`src/rtl/thold_readback_tx.sv`:
```
`default_nettype none
// ============================================================================
// Module      : thold_readback_tx
// Description : UART readback transmitter for the threshold SRAM. A start
//               pulse sends a fixed header byte and then NUM_WORDS bytes read
//               from SRAM addresses 0 upward, each framed as 8N1 on uart_tx.
//               This module contains its own baud counter and bit serializer.
//               Optional build macro THOLD_RB_CHECKSUM_EN appends one byte,
//               the XOR of all data bytes, after the last data byte.
// Revision    : 1.0 - initial release
// ============================================================================
module thold_readback_tx #(
  parameter int          BAUD_DIV  = 434,
  parameter int          NUM_WORDS = 3,
  parameter int          AW        = 2,
  parameter logic [7:0]  HEADER    = 8'hA5
) (
  input  logic          CLK,
  input  logic          RST_N,
  input  logic          start,
  output logic          Sram_Re,
  output logic [AW-1:0] Sram_addr,
  input  logic [7:0]    Sram_rdata,
  output logic          uart_tx,
  output logic          busy,
  output logic          done
);

  // Last cycle of an ordinary bit period.
  localparam logic [15:0] c_baud_last = 16'(BAUD_DIV - 1);
  // The stop bit leaves SHIFT one cycle early: the NEXT cycle supplies the
  // final stop-bit cycle, so the two read cycles that follow form exactly
  // the two-cycle idle gap before the next start bit.
  localparam logic [15:0] c_stop_exit = 16'(BAUD_DIV - 2);
  // Index of the final data word; one extra bit so 2**AW words never wrap.
  localparam logic [AW:0] c_last_idx  = (AW+1)'(NUM_WORDS - 1);
  // Bit counter values: 0 = start bit, 1..8 = data bits, 9 = stop bit.
  localparam logic [3:0]  c_last_data = 4'd8;
  localparam logic [3:0]  c_stop_bit  = 4'd9;

`ifdef THOLD_RB_CHECKSUM_EN
  typedef enum logic [2:0] {
    IDLE      = 3'd0,
    LOAD      = 3'd1,
    RD_REQ    = 3'd2,
    RD_WAIT   = 3'd3,
    SHIFT     = 3'd4,
    NEXT      = 3'd5,
    DONE      = 3'd6,
    CSUM_LOAD = 3'd7
  } state_t;
`else
  typedef enum logic [2:0] {
    IDLE      = 3'd0,
    LOAD      = 3'd1,
    RD_REQ    = 3'd2,
    RD_WAIT   = 3'd3,
    SHIFT     = 3'd4,
    NEXT      = 3'd5,
    DONE      = 3'd6
  } state_t;
`endif

  state_t          r_state;
  logic [7:0]      r_shift;    // byte being serialized, LSB goes out next
  logic [AW:0]     r_idx;      // data word index within the frame
  logic [15:0]     r_baud;     // cycle count within the current bit
  logic [3:0]      r_bit;      // bit position within the current byte
  logic            r_is_hdr;   // byte in flight is the header
`ifdef THOLD_RB_CHECKSUM_EN
  logic [7:0]      r_csum;     // running XOR of data bytes
  logic            r_is_csum;  // byte in flight is the checksum
  logic            r_pad;      // first of the two CSUM_LOAD cycles
`endif

  // Frame sequencer, baud timing, serializer and all registered outputs.
  always_ff @(posedge CLK or negedge RST_N) begin
    if (!RST_N) begin
      r_state   <= IDLE;
      r_shift   <= 8'h00;
      r_idx     <= '0;
      r_baud    <= 16'd0;
      r_bit     <= 4'd0;
      r_is_hdr  <= 1'b0;
`ifdef THOLD_RB_CHECKSUM_EN
      r_csum    <= 8'h00;
      r_is_csum <= 1'b0;
      r_pad     <= 1'b0;
`endif
      Sram_Re   <= 1'b0;
      Sram_addr <= '0;
      uart_tx   <= 1'b1;
      busy      <= 1'b0;
      done      <= 1'b0;
    end else begin
      case (r_state)
        IDLE: begin
          if (start) begin
            busy    <= 1'b1;
            r_state <= LOAD;
          end
        end

        // Header goes out directly; the start bit is driven from here so it
        // appears two cycles after the accepted start.
        LOAD: begin
          r_shift   <= HEADER;
          r_idx     <= '0;
          r_is_hdr  <= 1'b1;
`ifdef THOLD_RB_CHECKSUM_EN
          r_csum    <= 8'h00;
          r_is_csum <= 1'b0;
`endif
          r_baud    <= 16'd0;
          r_bit     <= 4'd0;
          uart_tx   <= 1'b0;
          r_state   <= SHIFT;
        end

        // Strobe is already high this cycle; drop it so it lasts one cycle.
        RD_REQ: begin
          Sram_Re <= 1'b0;
          r_state <= RD_WAIT;
        end

        // Registered SRAM returns data now; capture it and begin the start bit.
        RD_WAIT: begin
          r_shift <= Sram_rdata;
`ifdef THOLD_RB_CHECKSUM_EN
          r_csum  <= r_csum ^ Sram_rdata;
`endif
          r_baud  <= 16'd0;
          r_bit   <= 4'd0;
          uart_tx <= 1'b0;
          r_state <= SHIFT;
        end

        SHIFT: begin
          if ((r_bit == c_stop_bit) && (r_baud == c_stop_exit)) begin
            r_baud  <= 16'd0;
            r_bit   <= 4'd0;
            r_state <= NEXT;
          end else if (r_baud == c_baud_last) begin
            r_baud  <= 16'd0;
            r_bit   <= r_bit + 1'b1;
            // After the last data bit the line returns high for the stop bit.
            uart_tx <= (r_bit == c_last_data) ? 1'b1 : r_shift[0];
            r_shift <= {1'b1, r_shift[7:1]};
          end else begin
            r_baud  <= r_baud + 1'b1;
          end
        end

        // Final stop-bit cycle; decide what follows the byte just sent.
        NEXT: begin
          if (r_is_hdr) begin
            r_is_hdr  <= 1'b0;
            Sram_Re   <= 1'b1;
            Sram_addr <= '0;
            r_state   <= RD_REQ;
`ifdef THOLD_RB_CHECKSUM_EN
          end else if (r_is_csum) begin
            done      <= 1'b1;
            busy      <= 1'b0;
            r_state   <= DONE;
`endif
          end else begin
            r_idx <= r_idx + 1'b1;
            if (r_idx == c_last_idx) begin
`ifdef THOLD_RB_CHECKSUM_EN
              r_pad   <= 1'b1;
              r_state <= CSUM_LOAD;
`else
              done    <= 1'b1;
              busy    <= 1'b0;
              r_state <= DONE;
`endif
            end else begin
              Sram_Re   <= 1'b1;
              Sram_addr <= Sram_addr + 1'b1;
              r_state   <= RD_REQ;
            end
          end
        end

`ifdef THOLD_RB_CHECKSUM_EN
        // Two cycles here match the RD_REQ/RD_WAIT gap of a data byte.
        CSUM_LOAD: begin
          if (r_pad) begin
            r_pad <= 1'b0;
          end else begin
            r_shift   <= r_csum;
            r_is_csum <= 1'b1;
            r_baud    <= 16'd0;
            r_bit     <= 4'd0;
            uart_tx   <= 1'b0;
            r_state   <= SHIFT;
          end
        end
`endif

        // done is high for exactly this cycle; start here is not looked at.
        DONE: begin
          done    <= 1'b0;
          r_state <= IDLE;
        end

        default: begin
          r_state <= IDLE;
        end
      endcase
    end
  end

endmodule
`default_nettype wire

```
`config.mk`:
```
export PLATFORM = sky130hd
export DESIGN_NAME = thold_readback_tx
export DESIGN_NICKNAME = d
export VERILOG_FILES = /design/src/rtl/thold_readback_tx.sv
export SDC_FILE = /design/constraint.sdc
export NUM_CORES = 1
export LEC_CHECK = 0
export CORE_ASPECT_RATIO = 0.75
export CORE_MARGIN = 5
export CORE_UTILIZATION = 35
export DETAILED_ROUTE_END_ITERATION = 16
export GPL_TIMING_DRIVEN = 0
export PLACE_DENSITY = 0.61
export SYNTH_ARGS = -nofsm -noshare
export SYNTH_HDL_FRONTEND = slang
export SYNTH_SLANG_ARGS = --single-unit
```
`constraint.sdc`:
```
create_clock -name CLK -period 5.95 [get_ports CLK]
set_clock_uncertainty 0.05 [all_clocks]
set_input_delay 1.19 -clock CLK [delete_from_list [all_inputs] [get_ports CLK]]
set_output_delay 1.19 -clock CLK [all_outputs]
set_load 0.1 [all_outputs]
```
# == Word level (Yosys, flattened, before mapping) ==
# Index checks and enable logic that the tools add are counted.
# op_classes
mux,33
eq_ne,20
add_sub_neg,4
n_reduce_logical,18
# op_table
op,n
"16-bit by 9-bit equality test with 1-bit output, second input constant",2
16-bit two-way mux,2
16-bit case mux with 2 select lines,1
8-bit case mux with 3 select lines,1
"16-bit by 1-bit adder with 16-bit output, second input constant",1
8-bit two-way mux,2
3-bit two-way mux,5
3-bit case mux with 5 select lines,1
"2-bit != test, second input constant",7
1-bit two-way mux,10
1-bit case mux with 2 select lines,5
2-bit AND reduction,5
2-bit nonzero test,5
"3-bit by 2-bit equality test with 1-bit output, second input constant",3
"3-bit equality test, second input constant",3
3-bit AND reduction,3
"4-bit equality test, second input constant",2
4-bit two-way mux,2
4-bit case mux with 2 select lines,1
"3-bit != test, second input constant",2
3-bit case mux with 2 select lines,1
"4-bit by 1-bit adder with 4-bit output, second input constant",1
2-bit two-way mux,2
4-bit AND reduction,1
other kinds (7),7
# totals
elab_cells,86
inputBits,11
out_inout_bits,6
reg_bits,41

# == Longest topological paths before layout ==
# Gate-level depths: netlist (run 1).
# logic_depth
word_depth,5
ltp_mapped,8
depth_no_buf,7

# == Worst setup path before layout (run 1) ==
# Ideal clock, no wire load.
# synth_path
path_kind,register to output
start,reg Sram_addr[0]
end,out Sram_addr[0]
path_slack_ps,3769
stages_incl_launch_ff,1
required_ps,4710
arrival_ps,941
cell_sequence,dfrtp_1
# synth_rtl
item,line,rtl
"start, declared",22,"output logic [AW-1:0] Sram_addr,"
"start signal, assigned",180,Sram_addr <= Sram_addr + 1'b1;
# No word-level cell between the ends.

# == Worst setup path in the final report (run 1) ==
# layout_path
start,reg uart_tx
end,out uart_tx
# layout_rtl
item,line,rtl
"start, declared",24,"output logic uart_tx,"
"start signal, assigned",147,uart_tx <= (r_bit == c_last_data) ? 1'b1 : r_shift[0];
# No word-level cell between the ends.

==> metrics.md, run 1 <==
| Metric | Value |
|---|---|
| Iter 0 DRT Violations | `80` |
| DIE WIDTH | `102.8 um` |
| Synth async-reset ratio | `100.0%` |
| Post-synthesis compound-gate area fraction | `20.71%` |
| DP HPWL | `3648 um` |
| Hold WS | `447.6 ps` |
| Fin nets | `304` |
| P_int | `616.0 uW` |
| Vias in the first global route | `1819` |
| Initial Util | `35.94%` |
| Die Ht | `79.59 um` |
| CP arrival | `1960 ps` |
| RePlAce Congestion | `0.8180` |
| Gr ovfl total | `0` |
| GR Util All Layers | `13.56%` |
| Clock power frac | `17.0%` |
| Fin Setup TNS | `0 ps` |
| Avg Inst Size Synth | `8.658 sq um` |
| Maximum clock path buffer count | `2` |
| Synth Area in XOR/XNOR | `0%` |
| Mux share of post-synthesis cell area | `1.384%` |
| Antenna viol nets, final | `0` |
| CP max-delay cell | `clkdlybuf4s50_1` |
| Core Area | `6287 sq um` |
| Clock sink total | `41` |
| Top FF cell, synth | `dfrtp_1` |
| Initial antenna violation count | `0` |
| CTS Root Cell | `clkbuf_8` |
| Wire per inst | `13.88 um` |
| Area Overhead vs Synth | `16.22%` |
| Clk Latency, worst-skew pair | `300 ps` |
| Max-slew violations | `0` |
| Max stage delay on crit path | `1120 ps` |
| Pre-CTS WS | `3073 ps` |
| RSZ-0062 raised after global routing | `no` |
| Count leader, synth | `dfrtp_1` |
| Vias per Instance | `5.145` |
| Post-synth top area cell | `dfrtp_1` |
| # diodes | `0` |
| Crit path cell chain | `clkdlybuf4s50_1` |
| H-tree lvl count | `2` |
| Setup Viol. Count Final | `0` |
| Num ports | `17` |
| Final Worst Setup Slack | `2753 ps` |
| First-pass GRT wire length | `8700 um` |
| CP startpoint kind | `register` |
| Yosys top cell area share | `44.30%` |
| Final Critical Period | `3197 ps` |
| Largest net degree at the start of global routing | `28` |
| YS warnings | `0` |
| Least-Margin Pin Slew | `971.7 ps` |
| Hold_buf cts | `0` |
| Sequential fraction of the synthesis area | `45.46%` |
| Layout cells sized above 1 | `7.018%` |
| IO Port Bufs | `16` |
| P_sw | `524.5 uW` |
| CTS tree | `built` |
| Post-synth cell types | `39` |
| Synth top area cells | `dfrtp_1 44%, a21oi_1 5.1%, o21ai_0 5.1%, nand2_1 4.7%, ha_1 4.4%` |
| Relative slew slack | `35.02%` |
| DRC violations left | `0` |
| Gate power share | `47.8%` |
| Fmax | `0.3128 GHz` |
| Number of synthesized flops with an enable pin | `0` |
| CTS-repair resized insts | `0` |
| Lkg Pwr | `0.001132 uW` |
| Max FO, Critical Path | `2` |
| CTS buffer count | `5` |
| CP Data Required Time | `4710 ps` |
| Router iterations before antenna repair | `4` |
| Simple-gate area share of the yosys netlist | `21.65%` |
| Sequential cell fraction of total power | `35.3%` |
| Status | `complete, no violations` |
| Worst Setup End Kind | `primary output` |
| Clk slew on worst S/H paths | `80 ps` |
| Tcrit/Tclk final | `53.73%` |
| WL final | `5081 um` |
| Syn Inst Count | `261` |
| Mapped Nets | `280` |
| Delay-heaviest family, CP | `buffers and inverters` |
| Sw frac | `45.99%` |
| Largest family of logic cells by synthesized area | `simple AND/OR/NAND/NOR gates` |
| Post-synthesis adder-cell area fraction | `4.430%` |
| Worst min path class | `register to register` |
| Post-CTS Setup Bufs | `0` |
| Setup Crit Path Kind | `register to primary output` |
| Fin. Hold Viols | `0` |
| Crit path buffers/inverters | `1` |
| Cell Area, Synth | `2260 sq um` |
| Worst vdd ir | `0.2089 mV` |
| Max-cap viol count | `0` |
| Yosys reg bits | `41` |
| Die Area | `8180 sq um` |
| Vias | `1883` |
| Core Rows | `25` |
| Top cells by count, synth | `40 x dfrtp_1, 28 x nand2_1, 23 x a21oi_1, 23 x o21ai_0, 20 x inv_1` |
| Power per Cell Area | `434.3 nW/um^2` |
-- final timing paths --
path                            start         end  slack, ps  depth (start not counted)
hold / removal             r_shift[4]  r_shift[4]        450                          1
setup reg to reg           r_baud[13]   r_baud[4]       3610                          6
max in group asynchronous       RST_N     uart_tx       4560                          2
hold reg to reg            r_shift[4]  r_shift[4]        450                          1
min in group asynchronous       RST_N    r_idx[2]        750                          1
setup / recovery              uart_tx     uart_tx       2750                          1
-- through the flow --
stage               cell area, sq um  power (uW)  std cells  util, %
floorplan                       2260       807.2        261        -
global placement                2521       944.6        358    40.10
detailed placement              2536       954.2        359    40.34
CTS                             2626        1151        366    41.77
global route                    2626        1233        366    41.77
finish                          2626        1141        366    41.77
-- registers in the layout, summed over array words and instances (netlist names) --
signal     cells
done           1
r_bit          4
r_is_hdr       1
uart_tx        1
r_shift        8
busy           1
r_state        3
Sram_Re        1
r_idx          3
Sram_addr      2
r_baud        16
-- routing by layer --
metal | vias to the layer above | GRT usage (%) | routed length [um]
met5 | - | 0 | 0
met4 | 0 | 5.433 | 91
met3 | 7 | 2.358 | 193
met2 | 25 | 19.97 | 2126
met1 | 880 | 19.60 | 2669
li1 | 971 | - | -
-- power by group through the flow --
stage	clock (uW)	sequential, uW	combinational [uW]
2_1_floorplan	0	479	329
3_3_place_gp	0	406	539
3_5_place_dp	0	407	547
4_1_cts	200	403	548
5_1_grt	210	412	611
6_report	194	402	545
-- kinds of logic (layout without fill, tap and decap cells) --
group	count (synthesis)	in the layout
AOI/OAI and AO/OA	83	83
muxes	3	3
DFF	41	41
adders and majority gates	8	8
and+or+nand+nor	93	93
buffers and inverters	33	57
-- final cells by class --
| type | count | area, sq um |
|---|---|---|
| buffer | 13 | 68.82 |
| clock buffer | 6 | 82.58 |
| clock inverter | 1 | 7.507 |
| fill | 638 | 3661 |
| inverter | 20 | 75.07 |
| multi-input combinational | 187 | 1089 |
| sequential | 41 | 1027 |
| tap | 81 | 101.3 |
| timing repair buffer | 17 | 175.2 |
-- cells in the final DEF, fill, tap and decap left out, types with 2 or more instances in the layout --
cell             instances
and3_1                   3
a21o_1                   5
nor2b_1                  3
nor2_1                  14
nand2_1                 28
nor4_1                   2
o21ai_1                 11
buf_2                    2
a21oi_1                 23
o21ai_0                 23
nand2b_1                 5
nand3_1                 12
o21a_1                   4
a31oi_1                  8
nor3_1                   7
clkdlybuf4s50_1         15
clkbuf_1                 9
inv_1                   20
or2_2                    2
nand4_1                  5
dfrtp_1                 40
ha_1                     8
buf_6                    2
mux2i_1                  2
or3_1                    5
o22ai_1                  5
clkbuf_8                 6
Note: power is estimated with default switching activity, not from simulation.
==> run 2: changes to the inputs <==
PLACE_DENSITY = 0.63   (was 0.61)
clock period = 2.9 ns   (was 5.95 ns; I/O delays follow)
==> run 2 against run 1 <==
Compared with the run above: hold slack got worse by 290 ps; die area unchanged; cell count increased by 0.27%; sequential power increased by 110%; critical path type unchanged; largest cell class unchanged; largest power group unchanged.
==> metrics.md, run 2 (synthesized netlist as in run 1, its figures left out) <==
| Metric | Value |
|---|---|
| Post-CTS Setup Bufs | `0` |
| CP max-delay cell | `clkdlybuf4s50_1` |
| Max reg flops | `16` |
| Commonest non-fill, non-tap cell in the layout | `dfrtp_1` |
| Max stage delay on crit path | `1120 ps` |
| Delay-heaviest family, CP | `buffers and inverters` |
| DP HPWL | `3636 um` |
| Power per Cell Area | `914.7 nW/um^2` |
| Fin Setup TNS | `0 ps` |
| CTS-repair resized insts | `0` |
| Router iterations before antenna repair | `4` |
| Clk Latency, worst-skew pair | `290 ps` |
| Fin. Hold Viols | `0` |
| Lkg Pwr | `0.001146 uW` |
| Least-Margin Pin Slew | `968.7 ps` |
| Cell Count Post-Placement | `359` |
| Layout cells sized above 1 | `7.343%` |
| Initial antenna violation count | `0` |
| RSZ-0062 raised after global routing | `no` |
| WL final | `4927 um` |
| # diodes | `0` |
| Clk slew on worst S/H paths | `90 ps` |
| Tcrit/Tclk final | `88.67%` |
| Maximum clock path buffer count | `2` |
| Crit path buffers/inverters | `1` |
| First-pass GRT wire length | `8473 um` |
| Crit path cell chain | `clkdlybuf4s50_1` |
| H-tree lvl count | `2` |
| Commonest non-fill, non-tap cells in the layout | `40 x dfrtp_1, 28 x nand2_1, 23 x a21oi_1, 23 x o21ai_0, 20 x inv_1` |
| Power Total | `2430 uW` |
| Fmax | `0.3889 GHz` |
| Biggest register | `r_baud` |
| Relative slew slack | `35.22%` |
| Worst Setup End Kind | `primary output` |
| DRC violations left | `0` |
| Final Critical Period | `2571 ps` |
| Biggest regs | `r_baud x16, r_shift x8, r_bit x4` |
| Clock sink total | `41` |
| Num ports | `17` |
| Worst min path class | `primary input to async pin` |
| Die Ht | `79.59 um` |
| Core Rows | `25` |
| Setup Viol. Count Final | `0` |
| DIE WIDTH | `102.8 um` |
| CP Data Required Time | `2270 ps` |
| CP arrival | `1940 ps` |
| RePlAce Congestion | `0.7918` |
| Pre-CTS WS | `603.6 ps` |
| IO Port Bufs | `16` |
| Die Area | `8180 sq um` |
| Final cell count without fillers | `367` |
| Max-slew violations | `0` |
| Largest net degree at the start of global routing | `27` |
| Vias in the first global route | `1823` |
| Fin nets | `304` |
| Area Overhead vs Synth | `17.55%` |
| CTS Root Cell | `clkbuf_8` |
| Max-cap viol count | `0` |
| Max FO, Critical Path | `2` |
| Initial Util | `35.94%` |
| CTS buffer count | `5` |
| Worst vdd ir | `0.5627 mV` |
| Antenna viol nets, final | `0` |
| Hold WS | `152.8 ps` |
| Vias | `1919` |
| Hold_buf cts | `0` |
| GR Util All Layers | `12.86%` |
| Vias per Instance | `5.229` |
| Final Worst Setup Slack | `328.7 ps` |
| CTS tree | `built` |
| Iter 0 DRT Violations | `90` |
| Gr ovfl total | `0` |
| Core Area | `6287 sq um` |
| Status | `complete, no violations` |
| Setup Crit Path Kind | `register to primary output` |
| Wire per inst | `13.43 um` |
| CP startpoint kind | `register` |
## run 2: cell types whose count changed in the layout (fill, tap and decap cells not counted)
| cell | before | now |
|---|---|---|
| bufinv_16 | 0 | 1 |
## run 2: worst paths after layout
check | start | endpoint | slack [ps] | cells past startpoint
hold / removal | RST_N | done | 150 | 1
hold reg to reg | r_shift[6] | r_shift[6] | 450 | 1
setup reg to reg | r_baud[12] | r_baud[4] | 550 | 6
setup / recovery | uart_tx | uart_tx | 330 | 1
max in group asynchronous | RST_N | r_baud[2] | 2180 | 2
min in group CLK | r_shift[6] | r_shift[6] | 450 | 1
## run 2: final cells by class
| type | instances | area, sq um |
|---|---|---|
| clock buffers | 6 | 82.58 |
| plain buffers | 13 | 68.82 |
| well taps | 81 | 101.3 |
| repair buffers | 17 | 175.2 |
| flip-flops and latches | 41 | 1027 |
| fillers | 649 | 3631 |
| inverters | 20 | 75.07 |
| clock inverters | 2 | 37.54 |
| multi-input cells | 187 | 1089 |
## run 2: metrics by stage
step / util (%) / area, sq um
3_5_place_dp: 40.34 / 2536
3_3_place_gp: 40.10 / 2521
5_1_grt: 42.25 / 2656
2_1_floorplan: - / 2260
6_report: 42.25 / 2656
4_1_cts: 42.25 / 2656
## run 2: power breakdown
part	internal [uW]	switching, uW	leakage [uW]
sequential	717	110	0.000518
clock	280	205	0.0000574
combinational	359	759	0.000571
## run 2: routing by layer
layer	wire length [um]	GRT usage [%]
met2	2086	18.81
met3	236	2.445
met1	2585	19.40
met5	0	0
met4	19	3.105
==> patch 1 (flow settings as in run 2) <==
Put one more register stage on the output `Sram_addr`, cleared by the reset. The value now appears one clock later. The other outputs are not delayed to match.
--- a/src/rtl/thold_readback_tx.sv
+++ b/src/rtl/thold_readback_tx.sv
@@ -38,6 +38,8 @@
   localparam logic [3:0]  c_last_data = 4'd8;
   localparam logic [3:0]  c_stop_bit  = 4'd9;
 
+  logic [AW-1:0] Sram_addr_s0;
+
 `ifdef THOLD_RB_CHECKSUM_EN
   typedef enum logic [2:0] {
     IDLE      = 3'd0,
@@ -88,7 +90,7 @@
       r_pad     <= 1'b0;
 `endif
       Sram_Re   <= 1'b0;
-      Sram_addr <= '0;
+      Sram_addr_s0 <= '0;
       uart_tx   <= 1'b1;
       busy      <= 1'b0;
       done      <= 1'b0;
@@ -156,7 +158,7 @@
           if (r_is_hdr) begin
             r_is_hdr  <= 1'b0;
             Sram_Re   <= 1'b1;
-            Sram_addr <= '0;
+            Sram_addr_s0 <= '0;
             r_state   <= RD_REQ;
 `ifdef THOLD_RB_CHECKSUM_EN
           end else if (r_is_csum) begin
@@ -177,7 +179,7 @@
 `endif
             end else begin
               Sram_Re   <= 1'b1;
-              Sram_addr <= Sram_addr + 1'b1;
+              Sram_addr_s0 <= Sram_addr_s0 + 1'b1;
               r_state   <= RD_REQ;
             end
           end
@@ -212,6 +214,14 @@
     end
   end
 
+  always_ff @(posedge CLK or negedge RST_N) begin
+    if (!RST_N) begin
+      Sram_addr <= '0;
+    end else begin
+      Sram_addr <= Sram_addr_s0;
+    end
+  end
+
 endmodule
 `default_nettype wire
 
Behaviour: same outputs for any inputs over 10 cycles, from zero or initial values and one cycle with RST_N low; that may be too few to reach the edited logic, so the function may still have changed.
==> patch 1 against run 2 <==
- cell area up 0.14%
- utilization down 0.36 points
- wire length up 8.1%
- sequential cell count up 2
- via count up 0.47%
- worst setup slack worse by 17 ps
- synthesized area up 1.6%
- highest routed layer unchanged
- register-to-register slack worse by 180 ps
- critical endpoint unchanged
- die area up 1.4%
Power is not compared: it rests on default switching activity, and its combinational part moved more than twofold at a synthesized area within 25%.
==> patch 1: results (changes against run 2) <==
Global routing:
- The met3 usage in global routing came to 0.0330 (was 0.0245).
- The largest net degree at the start of global routing came to 32 (was 27).
- The global-route track usage on met1 was 0.213 (was 0.194).
- The via count of the first global-routing pass is 1946 (was 1823).
- The first-pass GRT wire length is 9320 microns (was 8470 microns).
- The total routing resource utilization after global routing is 0.144 (was 0.129).
- The met2 routing resource usage after global routing is 0.203 (was 0.188).
- The number of antenna violations at the first check in global routing is 0 (unchanged).

Yosys:
- The compound-cell area share of the yosys netlist is 0.172 (was 0.207).
- Leading post-synthesis cells by cell area: dfrtp_1 (46%), nand2_1 (7.4%), ha_1 (4.4%), nand3_1 (3.3%), a21oi_1 (2.2%) (was dfrtp_1 (44%), a21oi_1 (5.1%), o21ai_0 (5.1%), nand2_1 (4.7%), ha_1 (4.4%)).
- Commonest cells post-synth: nand2_1 (45), dfrtp_1 (42), nand3_1 (15) (was dfrtp_1 (40), nand2_1 (28), a21oi_1 (23), o21ai_0 (23), inv_1 (20)).
- The arithmetic-cell share of the synthesized area counting full adders, half adders and majority gates came to 0.0436 (was 0.0443).
- The total nets after synthesis was 272 (was 280).
- The mux contribution to synthesized area was 0.0224 (was 0.0138).
- The area fraction of the dominant cell type after synthesis was 0.458 (was 0.443).
- The portion of the post-synthesis area used by sequential elements is 0.469 (was 0.455).
- The number of library cell types mapped by synthesis is 47 (was 39).
- The post-synthesis instance total is 253 (was 261).
- The most frequently used flop master after synthesis is dfrtp_1 (unchanged).

Finish:
- The net count reported at finish is 296 (was 304).
- The share of final-layout standard cells stronger than drive strength 1 came to 0.0755 (was 0.0734).
- The storage element area is 1080 sq um (was 1030 sq um).
- The number of fill cells in the layout came to 632 (was 649).

Routing:
- The overall routed net length is 5330 microns (was 4930 microns).
- The length of routed met2 wiring is 2220 microns (was 2090 microns).
- The detailed-route vias per instance came to 5.37 (was 5.23).
- The wire length per cell is 14.8 microns (was 13.4 microns).
- The routed length on met1 came to 2830 microns (was 2590 microns).
- The number of violations reported at the end of detailed-routing iteration 0 came to 115 (was 90).
- The total met3 wirelength after detailed routing came to 181 microns (was 236 microns).
- The number of iterations in the first detailed-routing pass is 4 (unchanged).

STA:
- The summed negative setup slack over all endpoints is 0 ps (unchanged).
- The worst-margin pin slew was 972 ps (was 969 ps).
- The maximum achievable frequency was 386 MHz (was 389 MHz).
- The final hold slack is 102 ps (was 153 ps).

Placement:
- The worst slack at placement is -108 ps (was 604 ps).
- The number of placed instances with taps included is 351 (was 359).
- The post-placement cell area is 2570 sq um (was 2540 sq um).
- The post-detailed-placement half-perimeter wirelength is 3710 microns (was 3640 microns).
- The last weighted congestion value of the routability-driven placer is 0.830 (was 0.792).

Outcome:
- Result of the run: completed (unchanged).

Worst setup path:
- The data arrival time of the critical path was 1960 ps (was 1940 ps).
- The reg-to-reg setup timing slack is 370 ps (was 550 ps).
- The worst stage delay on the critical path is 1120 ps (about the same).

Power:
- Across the VDD grid, the largest voltage drop is 0.195 mV.

Clock tree:
- The later-pin clock latency in the skew report is 300 ps.
==> patch 1: changes by cell type in the layout (fill, tap and decap cells not counted), sizes merged, moves of 4 or more <==
cell | before | now
o21ai | 34 | 17
a22oi | 0 | 4
a21oi | 24 | 11
a31oi | 8 | 3
nand2 | 28 | 46
a21o | 5 | 1
inv | 20 | 10
o21a | 4 | 0
o31ai | 0 | 6
==> patch 1: logic make-up after synthesis <==
family / count (synthesis)
compound gates: 60
fa+ha+maj: 8
buf+inv: 21
flops: 43
mux: 5
simple gates: 116
==> patch 1: repair_timing <==
| item | 4_1_cts | 5_1_grt |
|---|---|---|
| gates resized for setup | 1 | 0 |
| endpoints found under the hold margin | 0 | 0 |
| setup endpoints to repair | 11 | 0 |
==> patch 1: layout make-up <==
type	count	area share
repair buffers	17	0.0659
multi-input cells	189	0.429
clock inverters	3	0.00564
clock buffers	5	0.0259
well taps	81	0.0381
inverters	10	0.0141
flip-flops and latches	43	0.405
plain buffers	11	0.0169
==> patch 1: power by group through the flow <==
stage	clock network (mW)	logic, mW	registers, mW
after floorplan	0	0.000728	0.611
after global placement	0	0.0271	0.611
after detailed placement	0	0.0297	0.611
after CTS	0.397	0.0299	0.599
after global routing	0.425	0.0324	0.599
final	0.383	0.0284	0.599
==> patch 1: worst paths after layout <==
path / startpoint / end / cells after the start
hold / removal: RST_N / r_idx[1] / 1
min in group CLK: Sram_addr_s0[1] / Sram_addr[1] / 0
max in group asynchronous: RST_N / uart_tx / 2
hold reg to reg: Sram_addr_s0[1] / Sram_addr[1] / 0
setup / recovery: uart_tx / uart_tx / 1
setup reg to reg: r_baud[13] / r_shift[0] / 6
==> patch 2 (config.mk and constraints of run 2) <==
Made on the original files. The parameter `AW` goes from 2 to 1. Comments in the files are not updated.
--- a/src/rtl/thold_readback_tx.sv
+++ b/src/rtl/thold_readback_tx.sv
@@ -12,7 +12,7 @@
 module thold_readback_tx #(
   parameter int          BAUD_DIV  = 434,
   parameter int          NUM_WORDS = 3,
-  parameter int          AW        = 2,
+  parameter int          AW        = 1,
   parameter logic [7:0]  HEADER    = 8'hA5
 ) (
   input  logic          CLK,
Ports: changed (resized Sram_addr); port bits go from 17 to 16. No check against the original RTL was run, so the function may have changed too.
==> patch 2 against run 2 <==
- synthesized area fell by 4.8%
- wire length fell by 8.5%
- cell area fell by 5.2%
- die area fell by 4.2%
- synthesized cell count fell by 17%
- sequential cell count fell by 2
- worst setup slack got worse by 16 ps
- worst hold slack got worse by 51 ps
- sequential share of layout area rose by 0.13 points
- largest cell class unchanged
- highest routed layer unchanged
Power is not compared: it rests on default switching activity, and its combinational part moved more than twofold at a synthesized area within 25%.
==> patch 2: results (changes against run 2) <==
Outcome:
- Result of the run: completed (unchanged).

Worst setup path:
- The end of the worst register-to-register path is r_shift[4] (was r_baud[4]).
- The cell at the slowest stage of the critical path is clkdlybuf4s50_1 (unchanged).
- The reg-to-reg setup timing slack was 920 ps (was 550 ps).
- The critical register-to-register path startpoint is r_state[1] (was r_baud[12]).
- The data arrival time of the critical path is 1960 ps (was 1940 ps).
- The worst stage delay on the critical path is 1130 ps.
- The worst reg-to-reg path cell count came to 4 (was 6).

Clock tree:
- The number of CTS-inserted buffers was 5 (unchanged).
- The cell at the root of the clock tree is clkbuf_8 (unchanged).
- The number of setup buffers added after CTS came to 0 (unchanged).

Yosys:
- The average cell area after synthesis came to 9.92 sq um (was 8.66 sq um).
- The number of library cell types mapped by synthesis is 51 (was 39).
- The total nets after synthesis is 235 (was 280).
- The synthesis warning total is 0 (unchanged).
- Commonest cells post-synth: dfrtp_1 (38), o21ai_0 (21), nand2_1 (19) (was dfrtp_1 (40), nand2_1 (28), a21oi_1 (23), o21ai_0 (23), inv_1 (20)).
- Leading post-synthesis cells by cell area: dfrtp_1 (44%), o21ai_0 (4.9%), ha_1 (4.1%), nand2_1 (3.3%), a21oi_1 (3.3%) (was dfrtp_1 (44%), a21oi_1 (5.1%), o21ai_0 (5.1%), nand2_1 (4.7%), ha_1 (4.4%)).
- The portion of the post-synthesis area used by sequential elements came to 0.454 (was 0.455).
- The fraction of registers with async set or reset after synthesis is 1.00 (unchanged).

Placement:
- The last weighted congestion value of the routability-driven placer came to 0.811 (was 0.792).
- The post-detailed-placement half-perimeter wirelength is 3370 microns (was 3640 microns).
- The post-placement cell area is 2410 sq um (was 2540 sq um).
- The total of buffers placed on input and output ports is 15 (was 16).

Routing:
- The wire length per cell was 14.1 microns (was 13.4 microns).
- The number of violations reported at the end of detailed-routing iteration 0 was 97 (was 90).
- The detailed-route vias per instance is 5.25 (was 5.23).

Finish:
- The net count reported at finish is 258 (was 304).
- The share of final-layout standard cells stronger than drive strength 1 is 0.116 (was 0.0734).
- The number of antenna cells inserted is 0 (unchanged).
- The number of fill cells in the layout is 559 (was 649).

Global routing:
- The number of antenna violations at the first check in global routing came to 0 (unchanged).
- The first-pass GRT wire length is 7710 microns (was 8470 microns).
- The largest net degree at the start of global routing is 30 (was 27).
- The via count of the first global-routing pass is 1511 (was 1823).
- The total routing resource utilization after global routing is 0.124 (was 0.129).

STA:
- The tightest slew margin relative to the limit is 0.345 (was 0.352).
- The final hold slack is 101 ps (was 153 ps).

Hold path:
- The type of the tightest min-delay check is input pin to async pin (unchanged).

Power:
- IR analysis of the VDD net gives a maximum drop of 0.217 mV.
[patch 2: per-layer routing]
layer	up-vias	share of wire	wire length, microns	global-route usage
met4	0	0.015	68	0.0444
met3	8	0.037	169	0.0305
li1	840	-	-	-
met5	-	0	0	0
met2	27	0.39	1750	0.152
met1	799	0.56	2530	0.202
[patch 2: kinds of logic (layout without fill, tap and decap cells)]
logic type / Yosys count / count (layout) / share of synthesized area
AOI/OAI and AO/OA: 63 / 63 / 0.199
xor gates and xnor gates: 3 / 3 / 0.0122
and+or+nand+nor: 76 / 76 / 0.215
muxes: 8 / 8 / 0.0395
buffers and inverters: 21 / 45 / 0.0401
DFF: 39 / 39 / 0.454
adders and majority gates: 7 / 7 / 0.0407
[patch 2: worst max-delay path by stage]
stage / from / endpoint / slack [ps] / cells past startpoint
after global routing: uart_tx / uart_tx / 260 / 1
after floorplan: r_baud[13] / r_shift[1] / 1130 / 4
after CTS: uart_tx / uart_tx / 300 / 1
final: uart_tx / uart_tx / 310 / 1
after detailed placement: uart_tx / uart_tx / 620 / 1
after global placement: RST_N / busy / 140 / 1
[patch 2: cell type report]
type	instances	area [sq um]	area share
multi-input combinational	157	1090	0.432
sequential	39	977	0.388
timing repair buffer	16	165	0.0656
tap	78	97.6	0.0387
clock buffer	7	96.3	0.0383
inverter	14	52.6	0.0209
buffer	7	33.8	0.0134
clock inverter	1	7.51	0.00298
[patch 2: through the flow]
stage	utilization	instances	worst slack (ps)
2_1_floorplan	-	217	1130
3_3_place_gp	0.408	310	142
3_5_place_dp	0.410	311	619
4_1_cts	0.428	319	296
5_1_grt	0.428	319	265
6_report	0.428	319	313
[patch 2: where the power goes]
group	switching, mW	leakage (nW)	internal [mW]
clock	0.190	0.0505	0.216
sequential	0	0.495	0.543
combinational	0.0130	0.491	0.0141
total	0.203	1.04	0.774
